<file path="config.mk">
export PLATFORM = sky130hd
export DESIGN_NAME = onchip_sram_arbiter_flat
export DESIGN_NICKNAME = d
export VERILOG_FILES = /design/src/rtl/onchip_sram_arbiter_if.sv /design/src/rtl/onchip_sram_arbiter.sv /design/src/flat_wrapper.sv
export SDC_FILE = /design/constraint.sdc
export NUM_CORES = 1
export LEC_CHECK = 0
export ABC_CLOCK_PERIOD_IN_PS = 3300
export BUFFER_PORTS_ARGS = -buffer_cell sky130_fd_sc_hd__buf_2
export CAP_MARGIN = 10
export CORE_AREA = 2 2 105 107
export CTS_CLUSTER_SIZE = 12
export DETAILED_ROUTE_END_ITERATION = 6
export DIE_AREA = 0 0 107 109
export PLACE_DENSITY = 0.69
export SYNTH_ARGS = -nofsm -noshare
export SYNTH_HDL_FRONTEND = slang
export SYNTH_SLANG_ARGS = --single-unit
</file>
<file path="constraint.sdc">
create_clock -name clk -period 3.3 [get_ports clk]
set_clock_uncertainty 0.2 [all_clocks]
set_input_delay 0.33 -clock clk [delete_from_list [all_inputs] [get_ports clk]]
set_output_delay 0.33 -clock clk [all_outputs]
set_load 0.01 [all_outputs]
</file>
<file path="src/rtl/onchip_sram_arbiter_if.sv">
// Bus bundle between the two Avalon-MM masters, the arbiter and the SRAM s1 port.
// The slave modport is the arbiter's view; the master modport is the surrounding system's view.
interface onchip_sram_arbiter_if #(
  parameter int ADDR_W = 17,
  parameter int DATA_W = 32,
  parameter int BE_W   = 4
);
  logic [ADDR_W-1:0] m0_address;
  logic [BE_W-1:0]   m0_byteenable;
  logic              m0_read;
  logic              m0_write;
  logic [DATA_W-1:0] m0_writedata;
  logic              m0_waitrequest;
  logic [DATA_W-1:0] m0_readdata;
  logic              m0_readdatavalid;

  logic [ADDR_W-1:0] m1_address;
  logic [BE_W-1:0]   m1_byteenable;
  logic              m1_read;
  logic              m1_write;
  logic [DATA_W-1:0] m1_writedata;
  logic              m1_waitrequest;
  logic [DATA_W-1:0] m1_readdata;
  logic              m1_readdatavalid;

  logic [ADDR_W-1:0] ram_address;
  logic [BE_W-1:0]   ram_byteenable;
  logic              ram_chipselect;
  logic              ram_write;
  logic [DATA_W-1:0] ram_writedata;
  logic              ram_clken;
  logic [DATA_W-1:0] ram_readdata;

  modport slave (
    input  m0_address, m0_byteenable, m0_read, m0_write, m0_writedata,
    output m0_waitrequest, m0_readdata, m0_readdatavalid,
    input  m1_address, m1_byteenable, m1_read, m1_write, m1_writedata,
    output m1_waitrequest, m1_readdata, m1_readdatavalid,
    output ram_address, ram_byteenable, ram_chipselect, ram_write, ram_writedata, ram_clken,
    input  ram_readdata
  );

  modport master (
    output m0_address, m0_byteenable, m0_read, m0_write, m0_writedata,
    input  m0_waitrequest, m0_readdata, m0_readdatavalid,
    output m1_address, m1_byteenable, m1_read, m1_write, m1_writedata,
    input  m1_waitrequest, m1_readdata, m1_readdatavalid,
    input  ram_address, ram_byteenable, ram_chipselect, ram_write, ram_writedata, ram_clken,
    output ram_readdata
  );
endinterface

</file>
<file path="src/rtl/onchip_sram_arbiter.sv">
// Round-robin arbiter sharing one single-port SRAM between two Avalon-MM masters,
// with 2-cycle tagged read return, reset_req gating and out-of-range blocking.
module onchip_sram_arbiter #(
  parameter int ADDR_W    = 17,
  parameter int DATA_W    = 32,
  parameter int BE_W      = 4,
  parameter int NUM_WORDS = 90112
) (
  input  logic                  clk,
  input  logic                  reset,
  input  logic                  reset_req,
  onchip_sram_arbiter_if.slave  bus,
  output logic                  err_range
);

  localparam logic [ADDR_W:0] LIMIT = (ADDR_W+1)'(NUM_WORDS);

  typedef enum logic {RR_M0, RR_M1} rr_e;

  typedef struct packed {
    logic valid;
    logic owner;
    logic oor;
  } tag_t;

  typedef struct packed {
    logic valid;
    logic owner;
  } ret_t;

  rr_e  rr_last, rr_next;
  tag_t tag1;
  ret_t tag2;

  logic              req0, req1, gnt0, gnt1, issue, in_range;
  logic [ADDR_W-1:0] sel_address;
  logic [BE_W-1:0]   sel_byteenable;
  logic [DATA_W-1:0] sel_writedata;
  logic              sel_write;
  logic [DATA_W-1:0] rd0, rd1;

  always_ff @(posedge clk or posedge reset) begin
    if (reset) rr_last <= RR_M1;
    else       rr_last <= rr_next;
  end

  always_comb begin
    req0    = bus.m0_read | bus.m0_write;
    req1    = bus.m1_read | bus.m1_write;
    gnt0    = 1'b0;
    gnt1    = 1'b0;
    rr_next = rr_last;
    if (!reset_req) begin
      if (req0 && (!req1 || rr_last == RR_M1)) gnt0 = 1'b1;
      else if (req1)                           gnt1 = 1'b1;
    end
    if (gnt0)      rr_next = RR_M0;
    else if (gnt1) rr_next = RR_M1;
  end

  assign issue          = gnt0 | gnt1;
  assign sel_address    = gnt1 ? bus.m1_address    : bus.m0_address;
  assign sel_byteenable = gnt1 ? bus.m1_byteenable : bus.m0_byteenable;
  assign sel_writedata  = gnt1 ? bus.m1_writedata  : bus.m0_writedata;
  // read+write together is treated as a write
  assign sel_write      = gnt1 ? bus.m1_write      : bus.m0_write;
  assign in_range       = {1'b0, sel_address} < LIMIT;

  assign bus.m0_waitrequest = reset_req | (req0 & ~gnt0);
  assign bus.m1_waitrequest = reset_req | (req1 & ~gnt1);

  assign bus.ram_address    = sel_address;
  assign bus.ram_byteenable = sel_byteenable;
  assign bus.ram_writedata  = sel_writedata;
  assign bus.ram_chipselect = issue & in_range;
  assign bus.ram_write      = issue & in_range & sel_write;
  assign bus.ram_clken      = ~reset_req;

  // Stage 1 pairs with ram_readdata in T+1; stage 2 marks the registered return in T+2.
  always_ff @(posedge clk or posedge reset) begin
    if (reset) begin
      tag1      <= '0;
      tag2      <= '0;
      rd0       <= '0;
      rd1       <= '0;
      err_range <= 1'b0;
    end else begin
      tag1.valid <= issue & ~sel_write;
      tag1.owner <= gnt1;
      tag1.oor   <= ~in_range;
      tag2.valid <= tag1.valid;
      tag2.owner <= tag1.owner;
      if (tag1.valid) begin
        if (tag1.owner) rd1 <= tag1.oor ? '0 : bus.ram_readdata;
        else            rd0 <= tag1.oor ? '0 : bus.ram_readdata;
      end
      if (issue && !in_range) err_range <= 1'b1;
    end
  end

  assign bus.m0_readdata      = rd0;
  assign bus.m1_readdata      = rd1;
  assign bus.m0_readdatavalid = tag2.valid & ~tag2.owner;
  assign bus.m1_readdatavalid = tag2.valid &  tag2.owner;

endmodule

</file>
<file path="src/flat_wrapper.sv">
// flat-port wrapper written by rule: the top's interface ports become plain ports
module onchip_sram_arbiter_flat 
#(
  parameter int ADDR_W    = 17,
  parameter int DATA_W    = 32,
  parameter int BE_W      = 4,
  parameter int NUM_WORDS = 90112
)
  (clk, reset, reset_req, err_range, bus_m0_address, bus_m0_byteenable, bus_m0_read, bus_m0_write, bus_m0_writedata, bus_m0_waitrequest, bus_m0_readdata, bus_m0_readdatavalid, bus_m1_address, bus_m1_byteenable, bus_m1_read, bus_m1_write, bus_m1_writedata, bus_m1_waitrequest, bus_m1_readdata, bus_m1_readdatavalid, bus_ram_address, bus_ram_byteenable, bus_ram_chipselect, bus_ram_write, bus_ram_writedata, bus_ram_clken, bus_ram_readdata);
  onchip_sram_arbiter_if #(.ADDR_W(ADDR_W), .DATA_W(DATA_W), .BE_W(BE_W)) bus_i ();
  input  logic clk;
  input  logic reset;
  input  logic reset_req;
  output logic err_range;
  input wire logic [$bits(bus_i.m0_address)-1:0] bus_m0_address;
  input wire logic [$bits(bus_i.m0_byteenable)-1:0] bus_m0_byteenable;
  input wire logic [$bits(bus_i.m0_read)-1:0] bus_m0_read;
  input wire logic [$bits(bus_i.m0_write)-1:0] bus_m0_write;
  input wire logic [$bits(bus_i.m0_writedata)-1:0] bus_m0_writedata;
  output wire logic [$bits(bus_i.m0_waitrequest)-1:0] bus_m0_waitrequest;
  output wire logic [$bits(bus_i.m0_readdata)-1:0] bus_m0_readdata;
  output wire logic [$bits(bus_i.m0_readdatavalid)-1:0] bus_m0_readdatavalid;
  input wire logic [$bits(bus_i.m1_address)-1:0] bus_m1_address;
  input wire logic [$bits(bus_i.m1_byteenable)-1:0] bus_m1_byteenable;
  input wire logic [$bits(bus_i.m1_read)-1:0] bus_m1_read;
  input wire logic [$bits(bus_i.m1_write)-1:0] bus_m1_write;
  input wire logic [$bits(bus_i.m1_writedata)-1:0] bus_m1_writedata;
  output wire logic [$bits(bus_i.m1_waitrequest)-1:0] bus_m1_waitrequest;
  output wire logic [$bits(bus_i.m1_readdata)-1:0] bus_m1_readdata;
  output wire logic [$bits(bus_i.m1_readdatavalid)-1:0] bus_m1_readdatavalid;
  output wire logic [$bits(bus_i.ram_address)-1:0] bus_ram_address;
  output wire logic [$bits(bus_i.ram_byteenable)-1:0] bus_ram_byteenable;
  output wire logic [$bits(bus_i.ram_chipselect)-1:0] bus_ram_chipselect;
  output wire logic [$bits(bus_i.ram_write)-1:0] bus_ram_write;
  output wire logic [$bits(bus_i.ram_writedata)-1:0] bus_ram_writedata;
  output wire logic [$bits(bus_i.ram_clken)-1:0] bus_ram_clken;
  input wire logic [$bits(bus_i.ram_readdata)-1:0] bus_ram_readdata;
  assign bus_i.m0_address = bus_m0_address;
  assign bus_i.m0_byteenable = bus_m0_byteenable;
  assign bus_i.m0_read = bus_m0_read;
  assign bus_i.m0_write = bus_m0_write;
  assign bus_i.m0_writedata = bus_m0_writedata;
  assign bus_m0_waitrequest = bus_i.m0_waitrequest;
  assign bus_m0_readdata = bus_i.m0_readdata;
  assign bus_m0_readdatavalid = bus_i.m0_readdatavalid;
  assign bus_i.m1_address = bus_m1_address;
  assign bus_i.m1_byteenable = bus_m1_byteenable;
  assign bus_i.m1_read = bus_m1_read;
  assign bus_i.m1_write = bus_m1_write;
  assign bus_i.m1_writedata = bus_m1_writedata;
  assign bus_m1_waitrequest = bus_i.m1_waitrequest;
  assign bus_m1_readdata = bus_i.m1_readdata;
  assign bus_m1_readdatavalid = bus_i.m1_readdatavalid;
  assign bus_ram_address = bus_i.ram_address;
  assign bus_ram_byteenable = bus_i.ram_byteenable;
  assign bus_ram_chipselect = bus_i.ram_chipselect;
  assign bus_ram_write = bus_i.ram_write;
  assign bus_ram_writedata = bus_i.ram_writedata;
  assign bus_ram_clken = bus_i.ram_clken;
  assign bus_i.ram_readdata = bus_ram_readdata;
  onchip_sram_arbiter #(.ADDR_W(ADDR_W), .DATA_W(DATA_W), .BE_W(BE_W), .NUM_WORDS(NUM_WORDS)) u_core (.clk(clk), .reset(reset), .reset_req(reset_req), .bus(bus_i), .err_range(err_range));
endmodule
</file>
# ---- Word level (Yosys, flattened, before mapping)
# Index checks and enable logic that the tools add are counted.
# W data, S select, Z words.
dict set report op_classes {
  muxes 12
  bitwise 19
  n_reduce_logical 8
  magnitude_cmp 1
}
# operator n
set op_table {}
lappend op_table {{$mux W32} 2}
lappend op_table {{$lt A17 B17 Y1 const B} 1}
lappend op_table {{$mux W17} 1}
lappend op_table {{$mux W1} 8}
lappend op_table {{$and A1 B1 Y1} 7}
lappend op_table {{$not A1 Y1} 7}
lappend op_table {{$or A1 B1 Y1} 5}
lappend op_table {{$mux W4} 1}
lappend op_table {{$reduce_and A2 Y1} 2}
lappend op_table {{$logic_and A1 B1 Y1} 2}
lappend op_table {{$logic_not A1 Y1} 2}
lappend op_table {{$reduce_bool A2 Y1} 1}
lappend op_table {{$logic_or A1 B1 Y1} 1}
dict set report word_totals {
  input_bits 145
  regBits 71
  word_cells 49
  out_inout_bits 125
}

# ---- Depth between registers and ports, before layout
# Gate-level depths: netlist (run 1).
dict set report logic_depth {
  depth_word 10
  ltp_mapped 7
  mapped_depth_nobuf 5
}

# ---- Least setup slack after synthesis (run 1)
# Ideal clock, no wire load.
dict set report synth_timing {
  path_kind {input to output}
  startpoint {input port bus_m0_write}
  endpoint {output port bus_ram_write}
  path_stages 6
  slack_ns 1.405
  required_ns 2.770
  path_buffers 1
  arrival_time_ns 1.365
  cell_sequence {or2_1 a211o_1 inv_2 buf_6 nand3_1 a21oi_1}
}
dict set report synth_via {
  elab_chain_cells 8
  elab_cells_between_ends 12
}
# item line_no
set synth_lines {}
lappend synth_lines {{from (decl)} flat_wrapper.sv:18} ;# input wire logic [$bits(bus_i.m0_write)-1:0] bus_m0_write;
lappend synth_lines {{$or A1 B1 Y1} onchip_sram_arbiter.sv:48} ;# req0 = bus.m0_read | bus.m0_write;
lappend synth_lines {{$logic_and A1 B1 Y1} onchip_sram_arbiter.sv:54} ;# if (req0 && (!req1 || rr_last == RR_M1)) gnt0 = 1'b1;
lappend synth_lines {{$mux W1} onchip_sram_arbiter.sv:54}
lappend synth_lines {{$mux W1} onchip_sram_arbiter.sv:53} ;# if (!reset_req) begin
lappend synth_lines {{$mux W17} onchip_sram_arbiter.sv:62} ;# assign sel_address = gnt1 ? bus.m1_address : bus.m0_address;
lappend synth_lines {{$lt A17 B17 Y1} onchip_sram_arbiter.sv:67} ;# assign in_range = {1'b0, sel_address} < LIMIT;
lappend synth_lines {{$and A1 B1 Y1} onchip_sram_arbiter.sv:76} ;# assign bus.ram_write = issue & in_range & sel_write;
lappend synth_lines {{$and A1 B1 Y1 *} onchip_sram_arbiter.sv:76}
lappend synth_lines {{to (decl)} flat_wrapper.sv:34} ;# output wire logic [$bits(bus_i.ram_write)-1:0] bus_ram_write;
# Mark *: on every way between the ends. The rest lies on a longest branch, timed or not.

# ---- Worst setup path after layout (run 1)
dict set report layout_timing {
  startpoint {input port reset_req}
  endpoint {output port bus_ram_writedata[24]}
}
dict set report layout_via {
  elab_chain_cells 2
}
# item line_no
set layout_lines {}
lappend layout_lines {{from (decl)} flat_wrapper.sv:13} ;# input logic reset_req;
lappend layout_lines {{$mux W1} onchip_sram_arbiter.sv:53}
lappend layout_lines {{$mux W32} onchip_sram_arbiter.sv:64} ;# assign sel_writedata = gnt1 ? bus.m1_writedata : bus.m0_writedata;
lappend layout_lines {{to (decl)} flat_wrapper.sv:35} ;# output wire logic [$bits(bus_i.ram_writedata)-1:0] bus_ram_writedata;
# Every way passes these cells.

==> results of run 1 <==
[state kept, by name, summed over array words and instances (netlist names)]
register and count:
u_core.bus.m0_readdata 32, u_core.bus.m1_readdata 32, u_core.err_range 1, u_core.rr_last 1, u_core.tag1 3, u_core.tag2 2
[worst min path at each step]
stage,start,to,slack [ns]
2_1_floorplan,u_core.tag1[1],u_core.tag2[0],0.17
3_3_place_gp,u_core.tag1[1],u_core.tag2[0],0.19
3_5_place_dp,u_core.tag1[1],u_core.tag2[0],0.20
4_1_cts,bus_ram_readdata[6],u_core.bus.m0_readdata[6],0.02
5_1_grt,bus_ram_readdata[3],u_core.bus.m1_readdata[3],0.05
6_report,bus_ram_readdata[6],u_core.bus.m0_readdata[6],0.05
[routing by layer]
metal / track usage (%) / vias up / wire length [um]
li1: - / 1927 / -
met1: 24.7 / 1761 / 4910
met2: 37.1 / 185 / 6270
met3: 5.86 / 18 / 1010
met4: 7.51 / 0 / 244
met5: 0 / - / 0
[cell families (layout without fill, tap and decap cells)]
| group | Yosys count | in the layout |
|---|---|---|
| simple gates | 272 | 272 |
| compound gates | 74 | 74 |
| flops | 71 | 71 |
| buf+inv | 32 | 294 |
| mux | 1 | 1 |
[worst max-delay path: stages]
cell and delay (ns):
dlygate4sd3_1 0.55, buf_2 0.15, a211o_2 0.28, inv_2 0.38, buf_12 0.23, nand2_1 0.07, nand2_1 0.07, buf_2 0.14
[report_power, final]
| part | internal, mW | total [mW] | switching [mW] |
|---|---|---|---|
| clock | 0.465 | 0.789 | 0.323 |
| sequential | 1.12 | 1.26 | 0.141 |
| combinational | 0.429 | 1.03 | 0.600 |
| total | 2.01 | 3.08 | 1.06 |
[area by class of cell]
cell class	count	share of cell area, %
flip-flops and latches	71	34.6
clock inverters	5	1.56
clock buffers	11	2.95
inverters	4	0.292
multi-input cells	347	29.7
repair buffers	274	27.5
well taps	140	3.41
[cell usage in the layout (no fill, tap or decap), types with 2 or more instances in the layout]
cell / Yosys / final
a21oi_1: 2 / 2
nand3_1: 2 / 2
buf_12: 0 / 2
inv_1: 3 / 2
bufinv_16: 0 / 2
a21o_1: 3 / 3
nor2_1: 3 / 3
clkinvlp_4: 0 / 2
inv_2: 1 / 2
dlygate4sd3_1: 0 / 2
buf_2: 1 / 269
clkbuf_8: 0 / 11
nand2b_1: 33 / 32
o21ai_0: 65 / 65
dfrtp_1: 70 / 70
nand2_1: 230 / 229
o31ai_1: 3 / 3
[per-stage QoR]
| step | hold WS, ns | area [sq um] | total power, mW |
|---|---|---|---|
| floorplan | 0.166 | 3500 | 1.79 |
| global placement | 0.191 | 4890 | 2.28 |
| detailed placement | 0.198 | 4890 | 2.32 |
| CTS | 0.0240 | 5140 | 3.12 |
| global route | 0.0452 | 5140 | 3.29 |
| finish | 0.0478 | 5140 | 3.08 |
[timing repair]
| item | CTS | global route |
|---|---|---|
| buffers inserted | 0 | 0 |
| endpoints found under the setup margin | 0 | 0 |
| endpoints found under the hold margin | 37 | 0 |
| hold buffers | 2 | 0 |
==> impl_metrics.py, run 1 <==
metrics = {
    "power": {
        "power_leakage_nw": 3.02,
        "peakVddDrop_mv": 0.273,
        "power-per-cell-area_nw_per_um2": 599,
    },
    "global_routing": {
        "maximum_number_of_pins_on_one_net_before_global_route_repair": 65,
        "grt_pass1_wl_um": 18800,
        "grt_overflow": 0,
        "antenna_violations_before_repair": 0,
        "grt_use_total_pct": 21.1,
        "number_of_global_route_vias_before_repair": 3678,
    },
    "sta": {
        "worst_pin_slew_ns": 1.11,
        "final_period_minus_worst_setup_slack_ns": 2.75,
        "rsz0062_at_grt": "false",
        "period_share_pct": 83.3,
        "max-slew-margin-rel_pct": 26.3,
        "timing_max_transition_violations_final": 0,
        "tns_ns": 0,
        "hold_viol_final": 0,
        "finish_stage_setup_viols": 0,
        "fmax_mhz": 364,
        "final_critical_path_setup_slack_ns": 0.553,
    },
    "placement": {
        "port-buffer-count": 269,
        "placed_cells": 834,
        "place_congestion": 0.882,
        "dp_hpwl_um": 9830,
        "dp_worst_setup_slack_ns": 0.805,
    },
    "route": {
        "firstDrtPassIters": 4,
        "detail_route.iter0.violations": 287,
        "drt.antenna.violating_nets": 0,
        "detail_route.wirelength_um": 12400,
        "via_count": 3891,
        "route.detailed.vias_per_inst": 4.57,
        "drc": 0,
        "wl_per_cell_um": 14.6,
    },
    "logic_synthesis": {
        "yosys_warnings": 0,
        "mappedNetlistNets": 595,
        "synthAdderAreaFrac_pct": 0,
        "yosysSeqAreaShare_pct": 50.8,
        "synthMostInstantiatedCell": "nand2_1",
        "synth.area.mux_share_pct": 0.394,
        "synth.top_cell.area_share_pct": 50.1,
        "synth_area_per_cell_sq_um": 7.77,
        "synth_cell_types": 22,
        "synth_ff_type": "dfrtp_1",
        "post_synthesis_share_of_cell_area_spent_on_xor_and_xnor_gates_pct": 0,
        "synth.largest_area_cell": "dfrtp_1",
        "yosys.area_share.simple_pct": 31.9,
        "yosys-top-cells-count": "230 x nand2_1, 70 x dfrtp_1, 65 x o21ai_0",
        "ys_seq_elements": 71,
        "post_synth_design_cell_area_sq_um": 3500,
        "synth_compound_gate_area_share_pct": 11.1,
        "synth_edf_count": 0,
        "synth_top_family_by_area": "simple AND/OR/NAND/NOR gates",
        "post_synth_main_area_contributors": "dfrtp_1 50%, nand2_1 25%, o21ai_0 9.3%, nand2b_1 5.9%, buf_6 3.2%",
        "syn_inst": 450,
        "synth_async_sr_flop_share_pct": 100,
    },
    "finish": {
        "post_route_cells_drive_above_1_share_pct": 41.4,
        "nFillCells": 1074,
        "area.sequential_sq_um": 1780,
        "area.growth.synth_to_final_pct": 46.9,
        "n_antenna_cell": 0,
        "final_util_pct": 48.5,
        "multiInputGateArea_sq_um": 1530,
        "finish.cell_count_without_fillers": 852,
        "nNetsFinal": 852,
    },
    "job": {
        "maxCapViolCount": 0,
    },
    "cts": {
        "cts-root-to-sink-buffers": 2,
        "clock_sink_count": 71,
        "cts_tree": "done",
        "root_buffer_cell": "clkbuf_8",
        "path_clk_slew_ns": 0.08,
        "clk-insertion-delay-late_ns": 0.35,
        "cts_resized": 0,
        "htree_levels": 3,
        "number_of_buffers_added_by_the_clock_tree_synthesis_step": 9,
    },
    "die": {
        "design.portCount": 270,
        "floorplan.initialDensity_pct": 33.0,
        "fp.dieArea_sq_um": 11700,
        "die_h_um": 109,
        "placement_rows": 38,
        "die_width_um": 107,
        "placeableCoreArea_sq_um": 10600,
    },
    "setup_path": {
        "ff2ff_path_depth": 3,
        "critical_path.startpoint": "reset_req",
        "setup.worst_path.end_class": "primary output",
        "timing.rr.end": "u_core.bus.m0_readdata[21]",
        "timing.critical_path.to": "bus_ram_writedata[24]",
        "reg2reg_slack_ns": 1.41,
        "critPathLaunchType": "input port",
        "critical_path_required_ns": 2.77,
        "worst_r2r_startpoint": "u_core.tag1[1]",
        "crit_type": "input port to primary output",
        "timing.critical_path.arrival_ns": 2.22,
        "critical_path.max_fanout": 29,
    },
    "status": {
        "outcome": "complete, no violations",
    },
    "worst_hold_path": {
        "min_path_type": "input port to flop",
        "worst_hold_path_cell_count": 3,
    },
}
(Power assumes the default switching activity.)
==> run 2, diff against run 1 <==
--- a/config.mk
+++ b/config.mk
@@ -5,14 +5,14 @@
 export SDC_FILE = /design/constraint.sdc
 export NUM_CORES = 1
 export LEC_CHECK = 0
-export ABC_CLOCK_PERIOD_IN_PS = 3300
+export ABC_CLOCK_PERIOD_IN_PS = 2800
 export BUFFER_PORTS_ARGS = -buffer_cell sky130_fd_sc_hd__buf_2
 export CAP_MARGIN = 10
-export CORE_AREA = 2 2 105 107
+export CORE_AREA = 2 2 106 108
 export CTS_CLUSTER_SIZE = 12
 export DETAILED_ROUTE_END_ITERATION = 6
-export DIE_AREA = 0 0 107 109
-export PLACE_DENSITY = 0.69
+export DIE_AREA = 0 0 108 110
+export PLACE_DENSITY = 0.68
 export SYNTH_ARGS = -nofsm -noshare
 export SYNTH_HDL_FRONTEND = slang
 export SYNTH_SLANG_ARGS = --single-unit
==> constraint.sdc (replaced) <==
create_clock -name clk -period 2.8 [get_ports clk]
set_clock_uncertainty 0.2 [all_clocks]
set_input_delay 0.28 -clock clk [delete_from_list [all_inputs] [get_ports clk]]
set_output_delay 0.28 -clock clk [all_outputs]
set_load 0.01 [all_outputs]
==> run 2 against run 1 <==
Net effect: worst setup slack got worse by 0.36 ns; first-iteration DRC count fell by 1.0%; register-to-register slack got worse by 0.46 ns; combinational power rose by 21%.
==> impl_metrics.py, run 2 (synthesized netlist as in run 1, its figures left out) <==
metrics = {
    "status": {
        "outcome": "complete, no violations",
    },
    "sta": {
        "rsz0062_at_grt": "false",
        "max-slew-margin-rel_pct": 28.5,
        "tns_ns": 0,
        "hold_viol_final": 0,
        "final_critical_path_setup_slack_ns": 0.193,
        "worst_pin_slew_ns": 1.07,
        "period_share_pct": 93.1,
        "final_period_minus_worst_setup_slack_ns": 2.61,
        "timing_max_transition_violations_final": 0,
        "finish_stage_setup_viols": 0,
        "fmax_mhz": 384,
    },
    "finish": {
        "final_cell_mix": "269 x buf_2, 229 x nand2_1, 70 x dfrtp_1, 65 x o21ai_0, 32 x nand2b_1",
        "post_route_cells_drive_above_1_share_pct": 41.1,
        "mostFrequentLayoutCell": "buf_2",
        "area.growth.synth_to_final_pct": 46.5,
        "n_antenna_cell": 0,
        "final_util_pct": 47.9,
        "finish.instance_area_sq_um": 5120,
        "nNetsFinal": 855,
    },
    "cts": {
        "root_buffer_cell": "clkbuf_8",
        "clock_sink_count": 71,
        "clk-insertion-delay-late_ns": 0.33,
        "number_of_buffers_added_by_the_clock_tree_synthesis_step": 9,
        "path_clk_slew_ns": 0.08,
        "cts-root-to-sink-buffers": 2,
        "htree_levels": 3,
        "cts_tree": "done",
        "cts_resized": 0,
    },
    "setup_path": {
        "crit_type": "flop to primary output",
        "timing.rr.end": "u_core.bus.m0_readdata[0]",
        "worst_path_max_delay_cell": "dfstp_2",
        "critPathBufInv": 2,
        "critical_path.max_stage_delay_ns": 0.58,
        "critical_path.top_delay_family": "flip-flops",
        "worst_r2r_startpoint": "u_core.tag1[1]",
        "timing.critical_path.to": "bus_ram_writedata[3]",
        "timing.critical_path.arrival_ns": 2.13,
        "reg2reg_slack_ns": 0.95,
        "path_depth": 5,
        "critical_path.most_common_cell": "nand2_1",
        "critPathLaunchType": "flop",
        "critical_path_cell_sequence": "a211o_2, buf_4, nand2_1, nand2_1, buf_2",
        "critical_path.max_fanout": 47,
        "ff2ff_path_depth": 2,
        "setup.worst_path.end_class": "primary output",
        "critical_path_required_ns": 2.32,
        "critical_path.startpoint": "u_core.rr_last",
    },
    "global_routing": {
        "grt_overflow": 0,
        "grt_use_met2_pct": 39.1,
        "gr-usage-met3_pct": 5.23,
        "grt_use_total_pct": 23.2,
        "globalRouteMet1Util_pct": 29.0,
        "number_of_global_route_vias_before_repair": 3793,
        "maximum_number_of_pins_on_one_net_before_global_route_repair": 72,
        "grt_pass1_wl_um": 20600,
        "antenna_violations_before_repair": 0,
        "global_route.peak_usage_layer": "met2",
    },
    "route": {
        "via_count": 3944,
        "drc": 0,
        "detail_route.wirelength_um": 13700,
        "firstDrtPassIters": 4,
        "route.detailed.vias_per_inst": 4.61,
        "detail_route.iter0.violations": 284,
        "drt.antenna.violating_nets": 0,
        "wl_per_cell_um": 16.0,
    },
    "power": {
        "power_frac_seq_pct": 41.9,
        "power-per-cell-area_nw_per_um2": 688,
        "power.switching_fraction_pct": 35.8,
        "post_route_total_power_mw": 3.53,
        "power_leakage_nw": 3.02,
        "peakVddDrop_mv": 0.311,
        "power_switching_mw": 1.26,
        "power.share.combinational_pct": 35.4,
        "share_clk_of_total_power_pct": 22.7,
        "power_report.internal_total_mw": 2.26,
    },
    "placement": {
        "place_congestion": 0.890,
        "dp_worst_setup_slack_ns": 0.474,
        "postPlaceCellArea_sq_um": 4900,
        "dp_hpwl_um": 11200,
        "port-buffer-count": 269,
    },
    "die": {
        "placement_rows": 38,
        "design.portCount": 270,
        "fp.dieArea_sq_um": 11900,
        "placeableCoreArea_sq_um": 10700,
        "floorplan.initialDensity_pct": 32.7,
        "die_h_um": 110,
        "die_width_um": 108,
    },
    "worst_hold_path": {
        "min_path_type": "input port to flop",
        "hold_start": "bus_ram_readdata[9]",
        "worst_hold_path_cell_count": 3,
    },
    "job": {
        "maxCapViolCount": 0,
    },
}
run 2: cell types whose count changed in the layout (fill, tap and decap cells not counted):
cell,previous run,this run
dlygate4sd3_1,2,3
clkbuf_8,11,10
bufinv_16,2,1
clkbuf_1,0,3
clkinvlp_4,2,1
buf_4,1,3
run 2: tightest hold or removal path, delay by kind of cell:
family                 cells  cell delay (ns)
buffers and inverters      1             0.09
and+or+nand+nor            1             0.07
AOI/OAI and AO/OA          1             0.07
run 2: layer usage:
metal  wire length [um]  vias up
met1               5480     1769
met2               6480      210
met5                  0        -
met4                379        0
met3               1340       23
li1                   -     1942
run 2: final cells by class:
type	count	area [sq um]
repair buffers	277	1440
clock inverters	3	42.5
inverters	4	15.0
well taps	140	175
multi-input cells	347	1530
flip-flops and latches	71	1780
clock buffers	13	149
fillers	1111	5570
run 2: power groups by stage:
stage	Clock [mW]	Combinational, mW	Sequential, mW
2_1_floorplan	0	0.495	1.62
3_3_place_gp	0	1.25	1.48
3_5_place_dp	0	1.26	1.50
4_1_cts	0.818	1.27	1.48
5_1_grt	0.866	1.41	1.51
6_report	0.800	1.25	1.48
run 2: how the worst min path moves through the flow:
stage                                      end  slack, ns
finish               u_core.bus.m0_readdata[9]       0.01
global route        u_core.bus.m0_readdata[11]       0.02
CTS                  u_core.bus.m0_readdata[9]      0.002
detailed placement  u_core.bus.m0_readdata[30]       0.20
global placement    u_core.bus.m1_readdata[30]       0.19
floorplan                       u_core.rr_last       0.14
run 2: repair_timing:
action                    in CTS  in global routing
setup buffers                  0                  0
hold buffers                   3                  0
hold endpoints to repair      72                  0
run 2: per-stage QoR:
| step | hold slack, ns | instances |
|---|---|---|
| final | 0.0127 | 855 |
| after global routing | 0.0204 | 855 |
| after CTS | 0.00232 | 855 |
| after detailed placement | 0.195 | 836 |
| after global placement | 0.188 | 836 |
| after floorplan | 0.143 | 450 |
